## src/rtl/cdb_arbiter.sv

```systemverilog
// Common data bus arbiter: round-robin grant among execution-unit result
// ports, with the winner registered onto the CDB one cycle after the handshake.

package expipe_pkg;
    localparam int ROB_IDX_W = 6;
    localparam int XLEN      = 32;

    typedef struct packed {
        logic [ROB_IDX_W-1:0] rob_idx;
        logic [XLEN-1:0]      value;
        logic                 exception;
    } cdb_data_t;
endpackage

module cdb_arbiter
    import expipe_pkg::*;
#(
    parameter  int N_REQ   = 4,
    localparam int PTR_LEN = $clog2(N_REQ)
) (
    input  logic               clk_i,
    input  logic               rst_n_i,
    input  logic               flush_i,
    input  logic [N_REQ-1:0]   req_valid_i,
    output logic [N_REQ-1:0]   req_ready_o,
    input  cdb_data_t          req_data_i [N_REQ],
    input  logic               rob_ready_i,
    output logic               cdb_valid_o,
    output cdb_data_t          cdb_data_o,
    output logic [PTR_LEN-1:0] grant_idx_o
);

    logic               valid_reg, valid_next;
    cdb_data_t          data_reg,  data_next;
    logic [PTR_LEN-1:0] idx_reg,   idx_next;
    logic [PTR_LEN-1:0] ptr_reg,   ptr_next;

    logic [N_REQ-1:0]   upper_mask;
    logic [N_REQ-1:0]   upper_req;
    logic               lo_any, hi_any;
    logic [PTR_LEN-1:0] lo_idx, hi_idx;
    logic [PTR_LEN-1:0] win_idx;
    logic               stage_free;
    logic               grant_en;

    // Requesters at or above the pointer get first pick; the rest wrap around.
    generate
        for (genvar gi = 0; gi < N_REQ; gi++) begin : g_mask
            assign upper_mask[gi] = (PTR_LEN'(gi) >= ptr_reg);
        end
    endgenerate

    assign upper_req = req_valid_i & upper_mask;

    always_comb begin
        lo_any = 1'b0;
        lo_idx = '0;
        hi_any = 1'b0;
        hi_idx = '0;
        for (int i = N_REQ - 1; i >= 0; i--) begin
            if (req_valid_i[i]) begin
                lo_any = 1'b1;
                lo_idx = PTR_LEN'(i);
            end
            if (upper_req[i]) begin
                hi_any = 1'b1;
                hi_idx = PTR_LEN'(i);
            end
        end
    end

    assign win_idx     = hi_any ? hi_idx : lo_idx;
    assign stage_free  = !valid_reg || rob_ready_i;
    assign grant_en    = lo_any && stage_free && !flush_i;
    assign req_ready_o = grant_en ? (N_REQ'(1) << win_idx) : '0;

    always_comb begin
        valid_next = valid_reg;
        data_next  = data_reg;
        idx_next   = idx_reg;
        ptr_next   = ptr_reg;
        if (flush_i) begin
            valid_next = 1'b0;
        end else if (grant_en) begin
            // A consume and a new grant in the same cycle overwrite without a bubble.
            valid_next = 1'b1;
            data_next  = req_data_i[win_idx];
            idx_next   = win_idx;
            ptr_next   = win_idx + 1'b1;
        end else if (valid_reg && rob_ready_i) begin
            valid_next = 1'b0;
        end
    end

    always_ff @(posedge clk_i or negedge rst_n_i) begin
        if (!rst_n_i) begin
            valid_reg <= 1'b0;
            data_reg  <= '0;
            idx_reg   <= '0;
            ptr_reg   <= '0;
        end else begin
            valid_reg <= valid_next;
            data_reg  <= data_next;
            idx_reg   <= idx_next;
            ptr_reg   <= ptr_next;
        end
    end

    assign cdb_valid_o = valid_reg;
    assign cdb_data_o  = data_reg;
    assign grant_idx_o = idx_reg;

    a_ready_onehot: assert property (@(posedge clk_i) disable iff (!rst_n_i)
        $onehot0(req_ready_o));

    a_ready_implies_valid: assert property (@(posedge clk_i) disable iff (!rst_n_i)
        (req_ready_o & ~req_valid_i) == '0);

    a_data_stable: assert property (@(posedge clk_i) disable iff (!rst_n_i)
        (cdb_valid_o && !rob_ready_i) |=> $stable(cdb_data_o));

endmodule
```

## config.mk

```make
export PLATFORM = sky130hd
export DESIGN_NAME = cdb_arbiter
export DESIGN_NICKNAME = d
export VERILOG_FILES = /design/src/rtl/cdb_arbiter.sv
export SDC_FILE = /design/constraint.sdc
export NUM_CORES = 1
export LEC_CHECK = 0
export BUFFER_PORTS_ARGS = -buffer_cell sky130_fd_sc_hd__buf_4
export CORE_ASPECT_RATIO = 0.6
export CORE_MARGIN = 2
export CORE_UTILIZATION = 42
export CTS_CLUSTER_DIAMETER = 60
export DETAILED_ROUTE_END_ITERATION = 10
export PLACE_DENSITY = 0.82
export SLEW_MARGIN = 15
export SYNTH_ARGS = -nofsm -noshare
export SYNTH_HDL_FRONTEND = slang
export SYNTH_SLANG_ARGS = --single-unit
```

## constraint.sdc

```tcl
create_clock -name clk_i -period 2.1 [get_ports clk_i]
set_input_delay 0.21 -clock clk_i [delete_from_list [all_inputs] [get_ports clk_i]]
set_output_delay 0.21 -clock clk_i [all_outputs]
set_load 0.01 [all_outputs]
```

==> flow_summary.yaml, run 1 <==
status:
  status: "finished with violations"
  violations: "DRC"
critical_path:
  crit_path_max_incr_delay_ns: 0.39
  crit_type: "reg2reg"
  crit_required_ns: 2.24
  path_cells: "inv_2, a22o_1, a211oi_4, buf_4, bufbuf_16, mux2i_1, a221oi_2"
  cp-start-kind: "flop"
  worstPathMaxFanout: 23
  arrival_ns: 2.19
  cp_slowest_cell: "dfrtp_1"
  end_kind: "flop"
clock_tree:
  clock_latency_ns: 0.28
  cts_buffers: 5
  cts_root_buf: "clkbuf_16"
  numClockSinks: 44
  cts_tree: "done"
  path_clk_slew_ns: 0.05
  cts_buffer_depth: 2
  htree_levels: 2
final_layout:
  nets: 625
  final_common_cell: "buf_4"
  antennaDiodeCount: 0
  final_core_util_pct: 71.3
  areaGrowthSynthToFinish_pct: 61.4
  most-common-layout-cells: "buf_4, mux2i_1, dfrtp_1"
  fin_cells: 546
  drive_gt1_share_pct: 61.4
  largest_reg_flops: 39
synth:
  syn_nets: 418
  ys_warn_count: 0
  synthesis.instances: 254
  synth-seq-cells: 44
  synth_cell_type_count: 28
  avgSynthCellArea_sq_um: 11.8
  synth_seq_area_share_pct: 36.7
  synth_area_sq_um: 3000
floorplanning:
  die_y_um: 69.5
  fp.coreArea_sq_um: 6790
  num_rows: 23
  initial_utilization_pct: 44.2
  die_x_um: 113
  dieArea_sq_um: 7860
  ios: 210
sta:
  max_freq_mhz: 486
  period_share_pct: 98.0
  report.final.hold_viol_count: 0
  slew_headroom_pct: 61.2
  skew_ns: 0.00691
  fin_crit_ns: 2.06
  rsz0062_at_grt: "yes"
  finalWorstSetupSlack_ns: 0.0417
  tns_ns: 0
  setup_violations: 0
  tightestPinTransition_ns: 0.581
  drv_slew: 0
placement:
  gp_congestion: 0.850
  dp_hpwl_um: 7050
  portBuffers: 209
  dp.cells: 534
  dpl_worst_slack_ns: 0.0982
drt:
  viasPerCell: 5.23
  drc: 12
  routed_wl_um: 9570
  drt_first_pass_iters: 7
  num_vias: 2855
  routedWlPerCell_um: 17.5
  drtAntennaViolNets: 0
  drt_iter0_markers: 156
power:
  power_density_nw_per_um2: 942
  vdd_drop_max_mv: 0.442
  p_leak_nw: 2.41
grt:
  grt_pass1_vias: 2927
  antenna_found_initial: 0
  grt_max_degree: 45
  overflow: 0
  grt_usage_pct: 23.5
  grt_pass1_wl_um: 14700
hold_path:
  hp-class: "in2reg"
run:
  cap_violations: 0
worst paths after layout:
path,startpoint,to,slack [ns],depth (start not counted)
max,ptr_reg[0],cdb_data_o[33],0.04,7
min,flush_i,cdb_valid_o,0.11,2
max reg2reg,ptr_reg[0],cdb_data_o[33],0.04,7
min reg2reg,grant_idx_o[1],grant_idx_o[1],0.48,1
max in group asynchronous,rst_n_i,ptr_reg[1],1.20,2
min in group asynchronous,rst_n_i,cdb_valid_o,0.47,2
area by class of cell:
cell class | count | area (sq um)
inverter | 2 | 7.51
fill | 541 | 1950
multi-input combinational | 185 | 1750
tap | 87 | 109
clock buffer | 5 | 125
sequential | 44 | 1100
timing repair buffer | 223 | 1750
report_power, final:
part,total (W),switching [W],internal (W)
registers,0.00135,0.000202,0.00115
clock network,0.000711,0.000291,0.000420
logic,0.00250,0.00116,0.00135
total,0.00456,0.00165,0.00291
routing by layer:
metal	part of all wire [%]	global-route usage (%)	vias up
met5	0	0	-
met4	1.1	4.61	0
met3	7.7	5.42	8
met2	49	40.6	117
met1	42	30.3	1352
li1	-	-	1378
critical path: cells and delay by family, from the launching register on:
family | cells | cell delay, ns
compound gates | 3 | 0.66
flops | 1 | 0.39
mux | 1 | 0.26
buf+inv | 3 | 0.60
per-stage QoR:
step / hold slack (ns) / area [sq um] / power (W)
3_3_place_gp: 0.245 / 4580 / 0.00363
5_1_grt: 0.104 / 4840 / 0.00482
6_report: 0.107 / 4840 / 0.00456
3_5_place_dp: 0.255 / 4580 / 0.00369
4_1_cts: 0.103 / 4760 / 0.00449
2_1_floorplan: -0.0856 / 3000 / 0.00282
Yosys cell counts (all sizes together):
cell type / number / share of area (%)
nand2b: 1 / 0.21
a21oi: 2 / 0.33
xnor2: 1 / 0.29
nand3: 1 / 0.17
clkbuf: 5 / 0.75
a221oi: 39 / 20
dfrtp: 44 / 37
nor2b: 3 / 0.63
nor3: 2 / 0.33
o21ai: 2 / 0.33
or3: 1 / 0.21
nand2: 4 / 0.50
and2: 1 / 0.21
a211oi: 2 / 0.83
a21o: 1 / 0.25
nor4: 1 / 0.42
a21boi: 1 / 0.25
and3: 1 / 0.21
nor3b: 1 / 0.25
a22o: 1 / 0.29
buf: 18 / 5.8
mux2i: 78 / 26
inv: 2 / 0.25
nor2: 42 / 5.3
logic make-up (layout without fill, tap and decap cells):
| family | Yosys count | after routing | share of synthesized area (%) |
|---|---|---|---|
| AO/OA/AOI/OAI | 48 | 48 | 21.8 |
| XOR/XNOR | 1 | 1 | 0.292 |
| buffers and inverters | 25 | 230 | 6.84 |
| flip-flops | 44 | 44 | 36.7 |
| multiplexers | 78 | 78 | 26.0 |
| AND/OR/NAND/NOR | 58 | 58 | 8.38 |
timing repair:
action | CTS | global route
gates resized for setup | 1 | 9
hold buffers | 1 | 0
setup buffers | 1 | 3
pin swaps | 2 | 2
gates cloned | 1 | 1
hold endpoints to repair | 44 | 0
endpoints found under the setup margin | 4 | 23
No activity file was read; power rests on OpenSTA's default activity.
==> run 2: changes to the inputs <==
Settings changed: CORE_UTILIZATION 42 to 25, PLACE_DENSITY 0.82 to unset.
==> run 2 against run 1 <==
Compared with the run above: the run now ends clean; maximum frequency increased by 3.7%; clock-buffer cell count increased by 3; critical path depth fell by 1; wire length increased by 5.3%; setup slack better by 0.074 ns; sequential power about the same; total power grew 2.5%; clock power up 12%; critical path type is now reg2out; critical endpoint is now req_ready_o[2]; largest power group unchanged.
==> flow_summary.yaml, run 2 (synthesis results as in run 1) <==
final_layout:
  most-common-layout-cells: "buf_4, mux2i_1, dfrtp_1"
  fillerInstances: 1086
  final_common_cell: "buf_4"
  antennaDiodeCount: 0
  largest_reg_flops: 39
  fin_cells: 626
  drive_gt1_share_pct: 60.3
  nets: 629
  areaGrowthSynthToFinish_pct: 66.4
  finalInstanceArea_sq_um: 5000
grt:
  grt_pass1_wl_um: 15400
  grt_pass1_vias: 3048
  antenna_found_initial: 0
  overflow: 0
  grt_max_degree: 45
  grt_usage_pct: 15.2
drt:
  num_vias: 2898
  drc: 0
  route.met2.wl_um: 4640
  wl_met1_um: 4420
  drt_iter0_markers: 51
  drtAntennaViolNets: 0
  viasPerCell: 4.63
  wl_met3_um: 956
  routedWlPerCell_um: 16.1
  top_layer_used: "met4"
  routed_wl_um: 10100
  drt_first_pass_iters: 4
power:
  clockPowerShare_pct: 17.0
  p_sw_share_pct: 35.8
  switching_power_w: 0.00167
  p_total_w: 0.00468
  vdd_drop_max_mv: 0.425
  internal-power_w: 0.00300
  seqPwrFrac_pct: 28.6
  power_frac_comb_pct: 54.4
  power_density_nw_per_um2: 936
  p_leak_nw: 2.46
hold_path:
  hp-class: "in2reg"
  hold-path-cell-count: 2
  hold_path_end: "cdb_valid_o"
  min_from: "flush_i"
critical_path:
  worstPathMaxFanout: 6
  crit_path_max_incr_delay_ns: 0.45
  crit_type: "reg2out"
  path_cells: "nand3_1, a21oi_1, a211oi_2, and2_2, nor2b_1, buf_4"
  r2r_end: "cdb_data_o[7]"
  r2r_start: "ptr_reg[0]"
  cp-start-kind: "flop"
  cp_num_buf_inv: 1
  cp.depth: 6
  crit_required_ns: 1.89
  arrival_ns: 1.77
  reg2reg_depth: 8
  cp_slowest_cell: "dfrtp_2"
  crit_family: "simple AND/OR/NAND/NOR gates"
  end_kind: "output port"
  r2r_setup_slack_ns: 0.13
floorplanning:
  num_rows: 30
  fp.coreArea_sq_um: 11500
  dieArea_sq_um: 12900
  die_y_um: 88.9
  ios: 210
  die_x_um: 145
  initial_utilization_pct: 26.1
clock_tree:
  numClockSinks: 44
  clock_latency_ns: 0.28
  htree_levels: 2
  cts_tree: "done"
  cts_buffers: 5
  path_clk_slew_ns: 0.06
  cts_buffer_depth: 2
  cts_root_buf: "clkbuf_16"
sta:
  max_freq_mhz: 504
  drv_slew: 0
  tightestPinTransition_ns: 0.619
  setup_violations: 0
  finalWorstSetupSlack_ns: 0.115
  period_share_pct: 94.5
  fin_crit_ns: 1.98
  report.final.hold_viol_count: 0
  slew_headroom_pct: 58.7
  skew_ns: 0.00352
  fin_hold_ws_ns: 0.104
run:
  cap_violations: 0
placement:
  dp_hpwl_um: 7490
  gp_congestion: 0.779
  dpl_worst_slack_ns: 0.0633
  post_dp_cell_area_sq_um: 4730
  dp.cells: 611
  portBuffers: 209
status:
  status: "finished, final reports clean"
-- run 2: cell type report --
class                           count  area (sq um)  area share [%]
Timing Repair Buffer              227          1820            36.4
Multi-Input combinational cell    185          1720            34.4
Clock buffer                        8           146            2.93
Inverter                            2          7.51           0.150
Tap cell                          160           200            4.01
Sequential cell                    44          1100            22.1
-- run 2: layer usage --
layer | track usage [%] | vias up
met4 | 2.67 | 0
met1 | 18.7 | 1368
met3 | 5.98 | 7
li1 | - | 1381
met5 | 0 | -
met2 | 25.8 | 142
-- run 2: worst reg2reg max path: cells and delay by family (launching register included) --
family / cells / cell delay, ns
AOI/OAI and AO/OA: 3 / 0.61
buffers and inverters: 4 / 0.56
DFF: 1 / 0.39
muxes: 1 / 0.28
-- run 2: timing repair --
item	CTS	global route
hold buffers	1	0
endpoints found under the setup margin	4	32
pin swaps	1	0
gates cloned	1	1
gates resized for setup	0	4
setup buffers	2	2
endpoints found under the hold margin	44	0
-- run 2: worst max-delay path by stage --
stage / to / from
after floorplan: req_ready_o[2] / cdb_valid_o
after global placement: req_ready_o[1] / ptr_reg[0]
after detailed placement: cdb_data_o[16] / ptr_reg[0]
after CTS: req_ready_o[1] / cdb_valid_o
after global routing: cdb_data_o[8] / ptr_reg[0]
final: req_ready_o[2] / ptr_reg[1]
-- run 2: power by group through the flow --
stage | combinational, W | clock (W) | sequential [W]
4_1_cts | 0.00249 | 0.000840 | 0.00134
2_1_floorplan | 0.00136 | 0 | 0.00145
3_3_place_gp | 0.00237 | 0 | 0.00134
6_report | 0.00254 | 0.000796 | 0.00134
5_1_grt | 0.00274 | 0.000881 | 0.00138
3_5_place_dp | 0.00241 | 0 | 0.00134
-- run 2: metrics by stage --
stage                     TNS, ns  utilization (%)
after floorplan                 0                -
after global placement          0             41.2
after detailed placement        0             41.2
after CTS                       0             42.9
after global routing      -0.0221             43.5
final                           0             43.5
==> run 3: changes to the inputs <==
Settings changed: PLACE_DENSITY set to 0.62.
==> run 3 against run 2 <==
Compared with the run above: cell area is 0.53% higher; setup slack got worse by 0.0099 ns; global-route usage increased by 0.35 points; cell count grew 0.48%; total power grew 2.5%; clock skew rose by 0.0024 ns; worst hold slack worse by 0.010 ns; clock-buffer cell count decreased by 1; highest routed layer unchanged; core utilization rose by 0.23 points; critical path depth grew 1.
==> flow_summary.yaml, run 3 (synthesis results as in run 1) <==
critical_path:
  crit_type: "reg2out"
  cp_num_buf_inv: 4
  crit_required_ns: 1.89
  cp_slowest_cell: "dfrtp_1"
  arrival_ns: 1.78
  crit_top_cell: "buf_4"
  end_kind: "output port"
  crit_path_max_incr_delay_ns: 0.40
  crit_family: "buffers and inverters"
  worstPathMaxFanout: 5
  cp-start-kind: "flop"
  path_cells: "buf_4, nor3b_2, a211oi_4, buf_6, buf_12, nor3_1, buf_4"
floorplanning:
  initial_utilization_pct: 26.1
  die_x_um: 145
  num_rows: 30
  die_y_um: 88.9
  fp.coreArea_sq_um: 11500
  dieArea_sq_um: 12900
  ios: 210
sta:
  slew_headroom_pct: 61.0
  skew_ns: 0.00597
  drv_slew: 0
  report.final.hold_viol_count: 0
  tns_ns: 0
  rsz0062_at_grt: "no"
  fin_crit_ns: 1.99
  max_freq_mhz: 501
  fin_hold_ws_ns: 0.0940
  tightestPinTransition_ns: 0.585
  period_share_pct: 95.0
  setup_violations: 0
drt:
  viasPerCell: 4.63
  drt_iter0_markers: 89
  routed_wl_um: 10100
  num_vias: 2913
  drtAntennaViolNets: 0
  drc: 0
  drt_first_pass_iters: 4
  routedWlPerCell_um: 16.0
clock_tree:
  path_clk_slew_ns: 0.07
  cts_tree: "done"
  cts_root_buf: "clkbuf_16"
  cts_buffers: 5
  clock_latency_ns: 0.29
  htree_levels: 2
  cts_buffer_depth: 2
  numClockSinks: 44
grt:
  grt_pass1_wl_um: 15700
  antenna_found_initial: 0
  grt_usage_pct: 15.5
  grt_max_degree: 45
  grt_pass1_vias: 3039
  overflow: 0
placement:
  portBuffers: 209
  dp.cells: 612
  gp_congestion: 0.843
  dp_hpwl_um: 7850
final_layout:
  nets: 632
  largest_reg_flops: 39
  fillerInstances: 1138
  fin_cells: 629
  areaGrowthSynthToFinish_pct: 67.3
  multi_input_area_sq_um: 1730
  regArea_sq_um: 1100
  final_common_cell: "buf_4"
  most-common-layout-cells: "buf_4, mux2i_1, dfrtp_1"
  drive_gt1_share_pct: 61.2
  antennaDiodeCount: 0
power:
  power_density_nw_per_um2: 954
  vdd_drop_max_mv: 0.348
  p_leak_nw: 2.48
  p_total_w: 0.00479
run:
  cap_violations: 0
hold_path:
  hp-class: "in2reg"
status:
  status: "finished, final reports clean"
[run 3: metal layers]
layer | vias to the layer above | GRT usage [%] | wire length (um)
li1 | 1398 | - | -
met1 | 1362 | 19.3 | 4360
met2 | 146 | 26.4 | 4680
met3 | 7 | 5.77 | 969
met4 | 0 | 2.85 | 55
met5 | - | 0 | 0
[run 3: final cells by class]
type	instances	area share [%]
Clock buffer	7	3.04
Inverter	2	0.149
Sequential cell	44	21.9
Timing Repair Buffer	230	35.9
Clock inverter	1	0.598
Tap cell	160	3.99
Multi-Input combinational cell	185	34.4
[run 3: report_power, final]
part | leakage (nW) | internal (W) | switching, W | total [W]
sequential | 0.485 | 0.00115 | 0.000199 | 0.00135
clock | 0.0901 | 0.000627 | 0.000328 | 0.000955
combinational | 1.90 | 0.00134 | 0.00115 | 0.00249
total | 2.48 | 0.00311 | 0.00168 | 0.00479
[run 3: repair_timing]
action | in CTS | in global routing
pin swaps | 1 | 1
hold endpoints to repair | 44 | 0
gates cloned | 0 | 0
setup endpoints to repair | 4 | 4
resized for setup | 6 | 2
buffers inserted | 1 | 7
hold buffers | 1 | 0
[run 3: worst register-to-register path, delay by kind of cell, from the launching register on]
family	cells	cell delay (ns)
flops	1	0.38
compound gates	3	0.62
mux	1	0.29
buf+inv	4	0.55
[run 3: path summary, 6_finish.rpt]
check | startpoint | end | slack (ns) | cells after the start
worst max-delay path | ptr_reg[0] | req_ready_o[0] | 0.11 | 7
worst min-delay path | flush_i | cdb_valid_o | 0.09 | 2
worst min register to register | grant_idx_o[1] | grant_idx_o[1] | 0.49 | 1
worst max register to register | ptr_reg[0] | cdb_data_o[22] | 0.12 | 8
max in group asynchronous | rst_n_i | ptr_reg[1] | 1.20 | 2
min in group asynchronous | rst_n_i | cdb_data_o[34] | 0.46 | 2
[run 3: per-stage QoR]
step	utilization [%]	setup WS, ns	cell area, sq um
after floorplan	-	0.252	3000
after global placement	41.3	0.173	4750
after detailed placement	41.3	0.0870	4750
after CTS	43.2	0.0219	4970
after global routing	43.7	0.00994	5020
final	43.7	0.105	5020
